## src/rtl/huffman_pkg.sv

```systemverilog
// Shared symbol and codeword definitions for the serial Huffman encoder and decoder.
package huffman_pkg;

  localparam int SYM_W       = 3;
  localparam int CODE_MAXLEN = 4;
  localparam int LEN_W       = 3;

  localparam logic [SYM_W-1:0] SYM_A = 3'd1;
  localparam logic [SYM_W-1:0] SYM_B = 3'd2;
  localparam logic [SYM_W-1:0] SYM_C = 3'd3;
  localparam logic [SYM_W-1:0] SYM_D = 3'd4;
  localparam logic [SYM_W-1:0] SYM_E = 3'd5;
  localparam logic [SYM_W-1:0] SYM_F = 3'd6;

  // Codewords are left-aligned so the MSB is always the next bit to emit.
  localparam logic [CODE_MAXLEN-1:0] CODE_A = 4'b0000;
  localparam logic [CODE_MAXLEN-1:0] CODE_B = 4'b1010;
  localparam logic [CODE_MAXLEN-1:0] CODE_C = 4'b1000;
  localparam logic [CODE_MAXLEN-1:0] CODE_D = 4'b1110;
  localparam logic [CODE_MAXLEN-1:0] CODE_E = 4'b1101;
  localparam logic [CODE_MAXLEN-1:0] CODE_F = 4'b1100;

  localparam logic [LEN_W-1:0] LEN_A = 3'd1;
  localparam logic [LEN_W-1:0] LEN_B = 3'd3;
  localparam logic [LEN_W-1:0] LEN_C = 3'd3;
  localparam logic [LEN_W-1:0] LEN_D = 3'd3;
  localparam logic [LEN_W-1:0] LEN_E = 3'd4;
  localparam logic [LEN_W-1:0] LEN_F = 3'd4;

endpackage

```

## src/rtl/huffman_code_rom.sv

```systemverilog
// Combinational symbol-to-codeword lookup; codes 0 and 7 flag as invalid.
module huffman_code_rom
  import huffman_pkg::*;
(
  input  logic [2:0] sym,
  output logic [3:0] code,
  output logic [2:0] len,
  output logic       valid
);

  always_comb begin
    code  = '0;
    len   = '0;
    valid = 1'b1;
    case (sym)
      SYM_A: begin code = CODE_A; len = LEN_A; end
      SYM_B: begin code = CODE_B; len = LEN_B; end
      SYM_C: begin code = CODE_C; len = LEN_C; end
      SYM_D: begin code = CODE_D; len = LEN_D; end
      SYM_E: begin code = CODE_E; len = LEN_E; end
      SYM_F: begin code = CODE_F; len = LEN_F; end
      default: valid = 1'b0;
    endcase
  end

endmodule

```

## src/rtl/huffman_encoder.sv

```systemverilog
// Bit-serial Huffman encoder: valid/ready symbol intake, MSB-first gap-free codeword output.
module huffman_encoder
  import huffman_pkg::*;
(
  input  logic       clk,
  input  logic       reset,
  input  logic [2:0] sym,
  input  logic       sym_valid,
  output logic       sym_ready,
  output logic       x,
  output logic       x_valid,
  output logic       sym_err
);

  logic [CODE_MAXLEN-1:0] sr;
  logic [LEN_W-1:0]       rem;
  logic [CODE_MAXLEN-1:0] rom_code;
  logic [LEN_W-1:0]       rom_len;
  logic                   rom_valid;
  logic                   accept;

  huffman_code_rom u_rom (
    .sym   (sym),
    .code  (rom_code),
    .len   (rom_len),
    .valid (rom_valid)
  );

  // Ready while the last bit is on x gives back-to-back codewords with no bubble.
  assign sym_ready = (rem <= 3'd1);
  assign accept    = sym_valid & sym_ready;
  assign x         = sr[CODE_MAXLEN-1];
  assign x_valid   = (rem != 3'd0);

  always_ff @(posedge clk or posedge reset) begin
    if (reset) begin
      sr      <= '0;
      rem     <= '0;
      sym_err <= 1'b0;
    end else begin
      sym_err <= accept & ~rom_valid;
      if (accept) begin
        if (rom_valid) begin
          sr  <= rom_code;
          rem <= rom_len;
        end else begin
          sr  <= '0;
          rem <= '0;
        end
      end else if (rem > 3'd1) begin
        sr  <= sr << 1;
        rem <= rem - 3'd1;
      end else if (rem == 3'd1) begin
        sr  <= '0;
        rem <= '0;
      end
    end
  end

endmodule

```

## config.mk

```make
export PLATFORM = sky130hd
export DESIGN_NAME = huffman_encoder
export DESIGN_NICKNAME = d
export VERILOG_FILES = /design/src/rtl/huffman_pkg.sv /design/src/rtl/huffman_code_rom.sv /design/src/rtl/huffman_encoder.sv
export SDC_FILE = /design/constraint.sdc
export NUM_CORES = 1
export LEC_CHECK = 0
export BUFFER_PORTS_ARGS = -buffer_cell sky130_fd_sc_hd__buf_2
export CORE_AREA = 2 2 39 41
export DETAILED_ROUTE_END_ITERATION = 10
export DIE_AREA = 0 0 41 43
export PLACE_DENSITY = 0.71
export SLEW_MARGIN = 0
export SYNTH_ARGS = -nofsm -noshare
export SYNTH_HDL_FRONTEND = slang
export SYNTH_SLANG_ARGS = --single-unit
export TNS_END_PERCENT = 5
```

## constraint.sdc

```tcl
create_clock -name clk -period 4.1 [get_ports clk]
set_input_delay 0 -clock clk [delete_from_list [all_inputs] [get_ports clk]]
set_output_delay 0 -clock clk [all_outputs]
set_load 0.1 [all_outputs]
```

==> metrics.csv, run 1 <==
metric,value,unit
M1 GR Usage,20.66,%
Die Footprint,1763,um2
CP max stage cell,buf_2,
status,finished clean,
Die Wd,41,um
largest family of logic cells by synthesized area,compound AO/OA/AOI/OAI gates,
Critical Path AT,1990,ps
gr busiest metal,met2,
Total GRT Usage,16.16,%
fmax,501.7,MHz
synth cell count leaders,"dfrtp_1, o21ai_0, inv_1",
most common cell in the netlist,dfrtp_1,
global route overflow,0,
Buf/Inv on CP,2,
number of global-route vias before repair,438,
Layout Nets,79,
H-tree Lvls,1,
Post-DRT Antenna Nets,0,
Rows,14,
Worst setup SP type,flip-flop,
GR Layer Usage met3,8.377,%
post-synthesis mux area share,3.628,%
CP top delay family,buffers and inverters,
xor/xnor cell area share of the yosys netlist,4.762,%
synth top area cells,"dfrtp_1, ha_1, o21ai_0",
asr flop ratio synth,100.0,%
cell taking the most area after synthesis,dfrtp_1,
R2R setup slack,2400,ps
CP peak stage delay,480,ps
simple-gate share of the synthesized area,19.73,%
RSZ-0062 raised after global routing,no,
chip height,43,um
final hold violations,0,
Tmin final,1993,ps
Setup Buffers After CTS,0,
Initial Utilization,39.87,%
fin crit share,48.62,%
Placer Congestion,0.7980,
critical path type,reg2out,
core area,1384,um2
I/O Buffers,9,
"Clk Latency, worst-skew pair",250,ps
post-cts resize count,0,
CTS max path bufs,2,
DP HPWL,817.1,um
Post-route DRC,0,
Netlist Area Pre-Place,551.8,um2
Worst Skew,2.999,ps
Post-synth EDFFs,0,
"Primary FF master, synth",dfrtp_1,
adder-cell share of the synthesized area,6.803,%
total negative setup slack,0,ps
"Hold-fix buffers, CTS",1,
Synth Net Count,68,
Max Slew Vio Count,0,
Slew @ Worst Pin,487.7,ps
routed vias/inst,5.357,
Hold WC Path Type,in2reg,
Max Cap Viol,0,
CP Data Required Time,4100,ps
first-pass GRT wire length,1.849,mm
clock tree from TritonCTS,yes,
largest net degree at the start of global routing,13,
Sink Count,8,
post-synth top area share,36.28,%
critical path endpoint category,primary output,
Worst-path clk slew,50,ps
CP Max Fanout,8,
Final Setup Violations,0,
CTS buffer count,3,
initial antenna violation count,0,
grt met2 use,22.50,%
Routed WL,1.084,mm
1st-iter DRT viols,10,
count of state elements after synthesis,8,
CP Cell Sequence,inv_1 -> ha_1 -> o21ba_2 -> nor2_1 -> buf_2,
share of cells above drive strength 1,23.53,%
Detailed Routing Iterations Pass 1,4,
count of cell types in the netlist,33,
cells after synthesis,59,
Layout area overhead,13.38,%
routed length per instance,12.90,um
Antenna Cells,0,
sequential-to-total area share from yosys stat,36.28,%
root buffer cell,clkbuf_4,
Top Ports,10,
relative slew slack,67.71,%
Mean Syn Cell Area,9.352,um2
Ys Warns,0,
via count,450,
Compound-Gate Fraction of Synth Area,21.77,%
-- cells by family (layout without fill, tap and decap cells) --
group / Yosys count / count (layout)
DFF: 8 / 8
and+or+nand+nor: 18 / 18
adders and majority gates: 3 / 3
AOI/OAI and AO/OA: 17 / 17
buffers and inverters: 8 / 17
xor gates and xnor gates: 3 / 3
muxes: 2 / 2
-- cells in the final DEF, fill, tap and decap left out, drive strengths merged --
cell / instances
o2111ai: 1
nor3: 3
dfrtp: 8
nor2: 2
dlygate4sd3: 1
a32o: 1
and2: 1
o21ba: 1
a2111o: 1
nor4b: 1
a31oi: 2
and2b: 1
inv: 4
o32a: 1
buf: 9
or2: 1
nor2b: 1
mux2i: 2
or3: 1
clkbuf: 3
o21bai: 1
or4: 1
ha: 3
nand3: 2
xnor2: 2
nor3b: 1
xor2: 1
nand2b: 1
o41ai: 1
o21ai: 6
nand2: 2
a21oi: 2
-- state kept, by name, indices dropped and copies added (netlist names) --
| signal | flops |
|---|---|
| rem | 3 |
| sr | 4 |
| sym_err | 1 |
-- metal layers --
metal / up-vias / part of all wire (%)
met5: - / 0
met4: 0 / 1.3
met3: 2 / 6.5
met2: 12 / 45
met1: 204 / 47
li1: 232 / -
-- layout make-up --
class                   instances  area, um2
well taps                      16      20.02
flip-flops and latches          8      200.2
repair buffers                 10      55.05
fillers                       135      758.2
multi-input cells              43      312.8
inverters                       4      15.01
clock buffers                   3      22.52
-- metrics by stage --
step / setup WS [ps] / area, um2 / hold slack [ps] / std cells / utilization, %
4_1_cts: 2098 / 625.6 / 46.53 / 84 / 45.21
5_1_grt: 1984 / 625.6 / 47.77 / 84 / 45.21
3_5_place_dp: 2373 / 593.1 / -33.64 / 80 / 42.86
2_1_floorplan: 1417 / 551.8 / -184.3 / 59 / -
6_report: 2107 / 625.6 / 50.85 / 84 / 45.21
3_3_place_gp: 2434 / 593.1 / -38.68 / 80 / 42.86
-- worst min-delay path, cell delays in order --
cell and delay (ps):
buf_2 130, nand3_1 70, mux2i_1 60
-- path summary, 6_finish.rpt --
check                      depth (start not counted)        end       from
setup / recovery                                   5  sym_ready     rem[1]
hold / removal                                     3     rem[0]  sym_valid
setup reg to reg                                   5      sr[2]     rem[1]
hold reg to reg                                    1      sr[1]      sr[1]
max in group asynchronous                          3      sr[2]      reset
min in group asynchronous                          3     rem[1]      reset
Power of run 1 is left out: the tool's default activity adds up to more than one toggle a clock period on the data nets, which glitch-free logic cannot reach.
==> run 2, diff against run 1 <==
- ABC_AREA: unset -> 1
- clock period: 4.1 -> 1.8 ns (I/O delays scaled with it)
==> run 2 against run 1 <==
- sequential share of layout area up 0.65 points
- critical path type unchanged
- highest routed layer unchanged
- hold slack got worse by 14 ps
- cell area decreased by 2.0%
- core utilization down 0.90 points
==> metrics.csv, run 2 <==
metric,value,unit
Die Footprint,1763,um2
core area,1384,um2
Worst-path clk slew,50,ps
CP Cell Sequence,inv_1 -> ha_1 -> nand2_4 -> nand2_2 -> buf_2,
Rows,14,
RSZ-0062 raised after global routing,no,
Sink Count,8,
CTS max path bufs,2,
largest net degree at the start of global routing,9,
Layout Nets,88,
initial antenna violation count,0,
number of global-route vias before repair,387,
first-pass GRT wire length,1.600,mm
CP Data Required Time,1800,ps
routed length per instance,10.37,um
Mean Syn Cell Area,8.055,um2
fin crit share,88.11,%
Leakage,0.3383,nW
clock tree from TritonCTS,yes,
Hold Startpoint,sym[0],
synth cell count leaders,"nand2_1, dfrtp_1, inv_1",
CTS buffer count,3,
worst vdd ir,0.0007690,V
"Primary FF master, synth",dfrtp_1,
Antenna Cells,0,
synth top area cells,"dfrtp_1, nand2_1, ha_1",
via count,428,
placed cell area,580.6,um2
Top Ports,10,
cells after synthesis,64,
Fin Hold WS,36.52,ps
DP HPWL,753.1,um
Max Slew Vio Count,0,
CP peak stage delay,430,ps
share of cells above drive strength 1,25.97,%
status,finished clean,
R2R setup slack,540,ps
Detailed Routing Iterations Pass 1,4,
Hold WC Path Type,in2reg,
most frequent cells in the layout,"nand2_1, buf_2, inv_1, dfrtp_1, nand3_1",
final instance area,613.1,um2
Worst Skew,0.3293,ps
Initial Utilization,37.25,%
Post-route DRC,0,
Final Setup Violations,0,
pre-CTS setup slack,482.2,ps
asr flop ratio synth,100.0,%
total negative setup slack,0,ps
Largest register FFs,4,
routed vias/inst,4.602,
Layout area overhead,18.93,%
1st-iter DRT viols,6,
# placed instances,89,
"commonest non-fill, non-tap cell in the layout",nand2_1,
hold endpoint,sr[1],
critical path endpoint category,primary output,
fmax,630.5,MHz
Critical Path AT,1590,ps
most common cell in the netlist,nand2_1,
post-cts resize count,0,
worst reg2reg endpoint,rem[0],
Reg-to-Reg Start,rem[1],
cell taking the most area after synthesis,dfrtp_1,
final core utilization,44.30,%
Tmin final,1586,ps
I/O Buffers,9,
Total GRT Usage,14.42,%
root buffer cell,clkbuf_4,
PD cells,1951,nW/um2
Total Power Consumption,1.196,mW
relative slew slack,67.99,%
biggest regs,"sr x4, rem x3, sym_err x1",
chip height,43,um
Hold Path Cell Cnt,4,
CP max stage cell,buf_2,
count of state elements after synthesis,8,
Setup WS post-layout,214.1,ps
sequential-to-total area share from yosys stat,38.83,%
Biggest register,sr,
"Clk Latency, worst-skew pair",250,ps
CP Max Fanout,4,
H-tree Lvls,1,
Max Cap Viol,0,
Ys Warns,0,
critical path type,reg2out,
filler-free cell count of the finished design,93,
Worst R2R Path Depth,6,
Worst setup SP type,flip-flop,
Post-synth EDFFs,0,
post-synth top area share,38.83,%
Post-DRT Antenna Nets,0,
Routed WL,964,um
Die Wd,41,um
Placer Congestion,0.7063,
final hold violations,0,
global route overflow,0,
Synth Net Count,73,
Slew @ Worst Pin,483.5,ps
Netlist Area Pre-Place,515.5,um2
count of cell types in the netlist,17,
-- run 2: cell count changes after synthesis, sizes merged, moves of 3 or more --
cell   previous run  this run
nand3             2         7
buf               3         0
nand2             2        21
o21ai             6         3
nand4             0         5
inv               4         9
-- run 2: cell type report --
cell class,count,area (um2)
Clock buffer,3,22.52
Fill cell,140,770.7
Inverter,9,33.78
Multi-Input combinational cell,47,281.5
Sequential cell,8,200.2
Tap cell,16,20.02
Timing Repair Buffer,10,55.05
-- run 2: how the worst max path moves through the flow --
stage / from / end / slack, ps / cells after the start
6_report: rem[1] / sym_ready / 210 / 5
5_1_grt: rem[1] / sym_ready / 120 / 5
4_1_cts: rem[1] / sym_ready / 190 / 5
3_5_place_dp: rem[1] / sym_ready / 480 / 5
3_3_place_gp: rem[1] / sym_ready / 510 / 5
2_1_floorplan: rem[1] / sr[3] / 240 / 7
-- run 2: cells by family (layout without fill, tap and decap cells) --
family | count (synthesis) | after routing | share of synthesized area [%]
adders and majority gates | 3 | 3 | 7.282
and+or+nand+nor | 38 | 38 | 37.86
xor gates and xnor gates | 1 | 1 | 1.699
buffers and inverters | 9 | 22 | 6.553
DFF | 8 | 8 | 38.83
AOI/OAI and AO/OA | 5 | 5 | 7.767
-- run 2: power breakdown --
| part | total, mW | internal (mW) | switching [mW] |
|---|---|---|---|
| logic | 0.765 | 0.170 | 0.596 |
| clock network | 0.139 | 0.0764 | 0.0627 |
| registers | 0.292 | 0.244 | 0.0480 |
| total | 1.20 | 0.490 | 0.706 |
-- run 2: repair_timing --
item,CTS,global route
endpoints found under the hold margin,8,0
hold buffers,1,0
buffers inserted,0,0
-- run 2: routing by layer --
layer / track usage, % / share of wire (%) / vias to the layer above
li1: - / - / 234
met2: 17.50 / 41 / 10
met3: 4.712 / 3.5 / 2
met4: 14.00 / 1.8 / 0
met5: 0 / 0 / -
met1: 18.57 / 53 / 182
-- run 2: worst max-delay path, delay by kind of cell, from the launching register on --
family / cells / cell delay, ps
buffers and inverters: 2 / 540
adders and majority gates: 1 / 210
and+or+nand+nor: 2 / 180
DFF: 1 / 400
Note: power is estimated with default switching activity, not from simulation.
==> run 3, diff against run 2 <==
- CORE_AREA: 2 2 39 41 -> unset
- CORE_MARGIN: unset -> 1
- CORE_UTILIZATION: unset -> 48
- DIE_AREA: 0 0 41 43 -> unset
- PLACE_DENSITY: 0.71 -> 0.81
- SYNTH_HIERARCHICAL: unset -> 1
==> run 3 against run 2 <==
- register-to-register slack worse by 20 ps
- synthesized area increased by 25%
- critical path depth unchanged
- power rose by 8.5%
- flip-flop and latch count is the same
- core utilization up 17 points
- synthesized cell count is 25% higher
- via count increased by 21%
- clock skew up 4.1 ps
- die area down 15%
- critical path type unchanged
- largest cell class unchanged
==> metrics.csv, run 3 <==
metric,value,unit
Die Footprint,1498,um2
CP Max Fanout,12,
CTS buffer count,3,
CTS max path bufs,2,
Die Wd,38.71,um
final core utilization,61.43,%
Leakage,0.4297,nW
Routed WL,1.103,mm
"Clk Latency, worst-skew pair",250,ps
core area,1171,um2
critical path endpoint category,primary output,
Placer Congestion,0.7779,
asr flop ratio synth,100.0,%
CP Data Required Time,1800,ps
Max Slew Vio Count,0,
Total GRT Usage,18.73,%
cells after synthesis,80,
final instance area,719.4,um2
Sw Share,59.95,%
initial antenna violation count,0,
Fin Hold WS,103.3,ps
Worst setup SP type,flip-flop,
# placed instances,100,
Post-DRT Antenna Nets,0,
synth cell count leaders,"nand2_1, inv_1, nand3_1",
Detailed Routing Iterations Pass 1,4,
relative slew slack,67.85,%
Layout Nets,101,
final hold violations,0,
Ys Warns,6,
Seq pwr share,21.7,%
post-synth top area share,30.95,%
number of global-route vias before repair,471,
most common cell in the netlist,nand2_1,
Top Ports,10,
fin crit share,90.61,%
critical path type,reg2out,
Initial Utilization,55.24,%
Largest register FFs,4,
biggest regs,"sr x4, rem x3, sym_err x1",
RSZ-0062 raised after global routing,no,
Final Setup Violations,0,
switching power,0.7782,mW
Antenna Cells,0,
H-tree Lvls,1,
Setup WS post-layout,168.9,ps
Layout area overhead,11.22,%
Netlist Area Pre-Place,646.9,um2
worst vdd ir,0.0007615,V
pre-CTS setup slack,349.3,ps
Tmin final,1631,ps
Worst Skew,4.456,ps
chip height,38.71,um
Post-synth EDFFs,0,
Rows,12,
largest net degree at the start of global routing,13,
share of cells above drive strength 1,36.67,%
Mean Syn Cell Area,8.086,um2
I/O Buffers,9,
Biggest register,sr,
clock tree from TritonCTS,yes,
DP HPWL,854.6,um
Worst-path clk slew,60,ps
clock power share,10.7,%
root buffer cell,clkbuf_4,
Internal,0.5198,mW
filler-free cell count of the finished design,104,
count of cell types in the netlist,20,
Sink Count,8,
"commonest non-fill, non-tap cell in the layout",nand2_1,
total negative setup slack,0,ps
"Primary FF master, synth",dfrtp_1,
Hold WC Path Type,in2reg,
Comb pwr share,67.6,%
count of state elements after synthesis,8,
Total Power Consumption,1.298,mW
Post-route DRC,0,
Critical Path AT,1630,ps
fmax,613.1,MHz
first-pass GRT wire length,1.918,mm
1st-iter DRT viols,6,
routed length per instance,10.61,um
cell taking the most area after synthesis,dfrtp_1,
Synth Net Count,89,
most frequent cells in the layout,"nand2_1, inv_1, nand3_1",
placed cell area,684.4,um2
synth top area cells,"dfrtp_1, nand3_2, nand3_1",
Slew @ Worst Pin,485.5,ps
Max Cap Viol,0,
via count,517,
PD cells,1804,nW/um2
global route overflow,0,
status,finished clean,
sequential-to-total area share from yosys stat,30.95,%
routed vias/inst,4.971,
-- run 3: critical path, stage by stage, from the launching register on --
cell	delay, ps
dfrtp_1	380
inv_1	120
ha_1	250
nand2_4	90
nand2_4	170
clkbuf_4	370
-- run 3: power by group through the flow --
stage | registers (mW) | clock network [mW] | logic (mW)
after floorplan | 0.384 | 0 | 0.704
after global placement | 0.284 | 0 | 0.856
after detailed placement | 0.285 | 0 | 0.866
after CTS | 0.282 | 0.138 | 0.873
after global routing | 0.290 | 0.152 | 0.939
final | 0.282 | 0.139 | 0.877
-- run 3: layout make-up --
type | count | area, um2
fill | 96 | 451.7
multi-input combinational | 55 | 369.1
sequential | 8 | 200.2
timing repair buffer | 10 | 57.56
inverter | 14 | 52.55
clock buffer | 3 | 22.52
tap | 14 | 17.52
-- run 3: path summary, 6_finish.rpt --
kind | start | endpoint | slack [ps] | depth (start not counted)
min reg2reg | rem[0] | rem[0] | 520 | 1
max reg2reg | rem[1] | rem[2] | 520 | 6
min in group asynchronous | reset | rem[0] | 240 | 3
max | rem[1] | sym_ready | 170 | 5
min | sym_valid | sym_err | 100 | 3
max in group asynchronous | reset | sym_err | 1330 | 3
-- run 3: cells by family after synthesis --
kind of cell               after synthesis  share of synthesized area, %
and+or+nand+nor                         44                         42.36
buffers and inverters                   17                         11.99
DFF                                      8                         30.95
AOI/OAI and AO/OA                        7                         7.544
adders and majority gates                3                         5.803
xor gates and xnor gates                 1                         1.354
-- run 3: timing repair --
action                                 CTS  global route
hold buffers                             1             0
gates resized for setup                  0             1
setup endpoints to repair                0             1
buffers inserted                         0             0
endpoints found under the hold margin    8             0
-- run 3: metal layers --
layer	part of all wire [%]	vias up	GRT usage, %
met3	1.8	2	1.734
met4	1.7	0	10.34
met2	48	9	32.92
li1	-	278	-
met5	0	-	0
met1	48	228	21.83
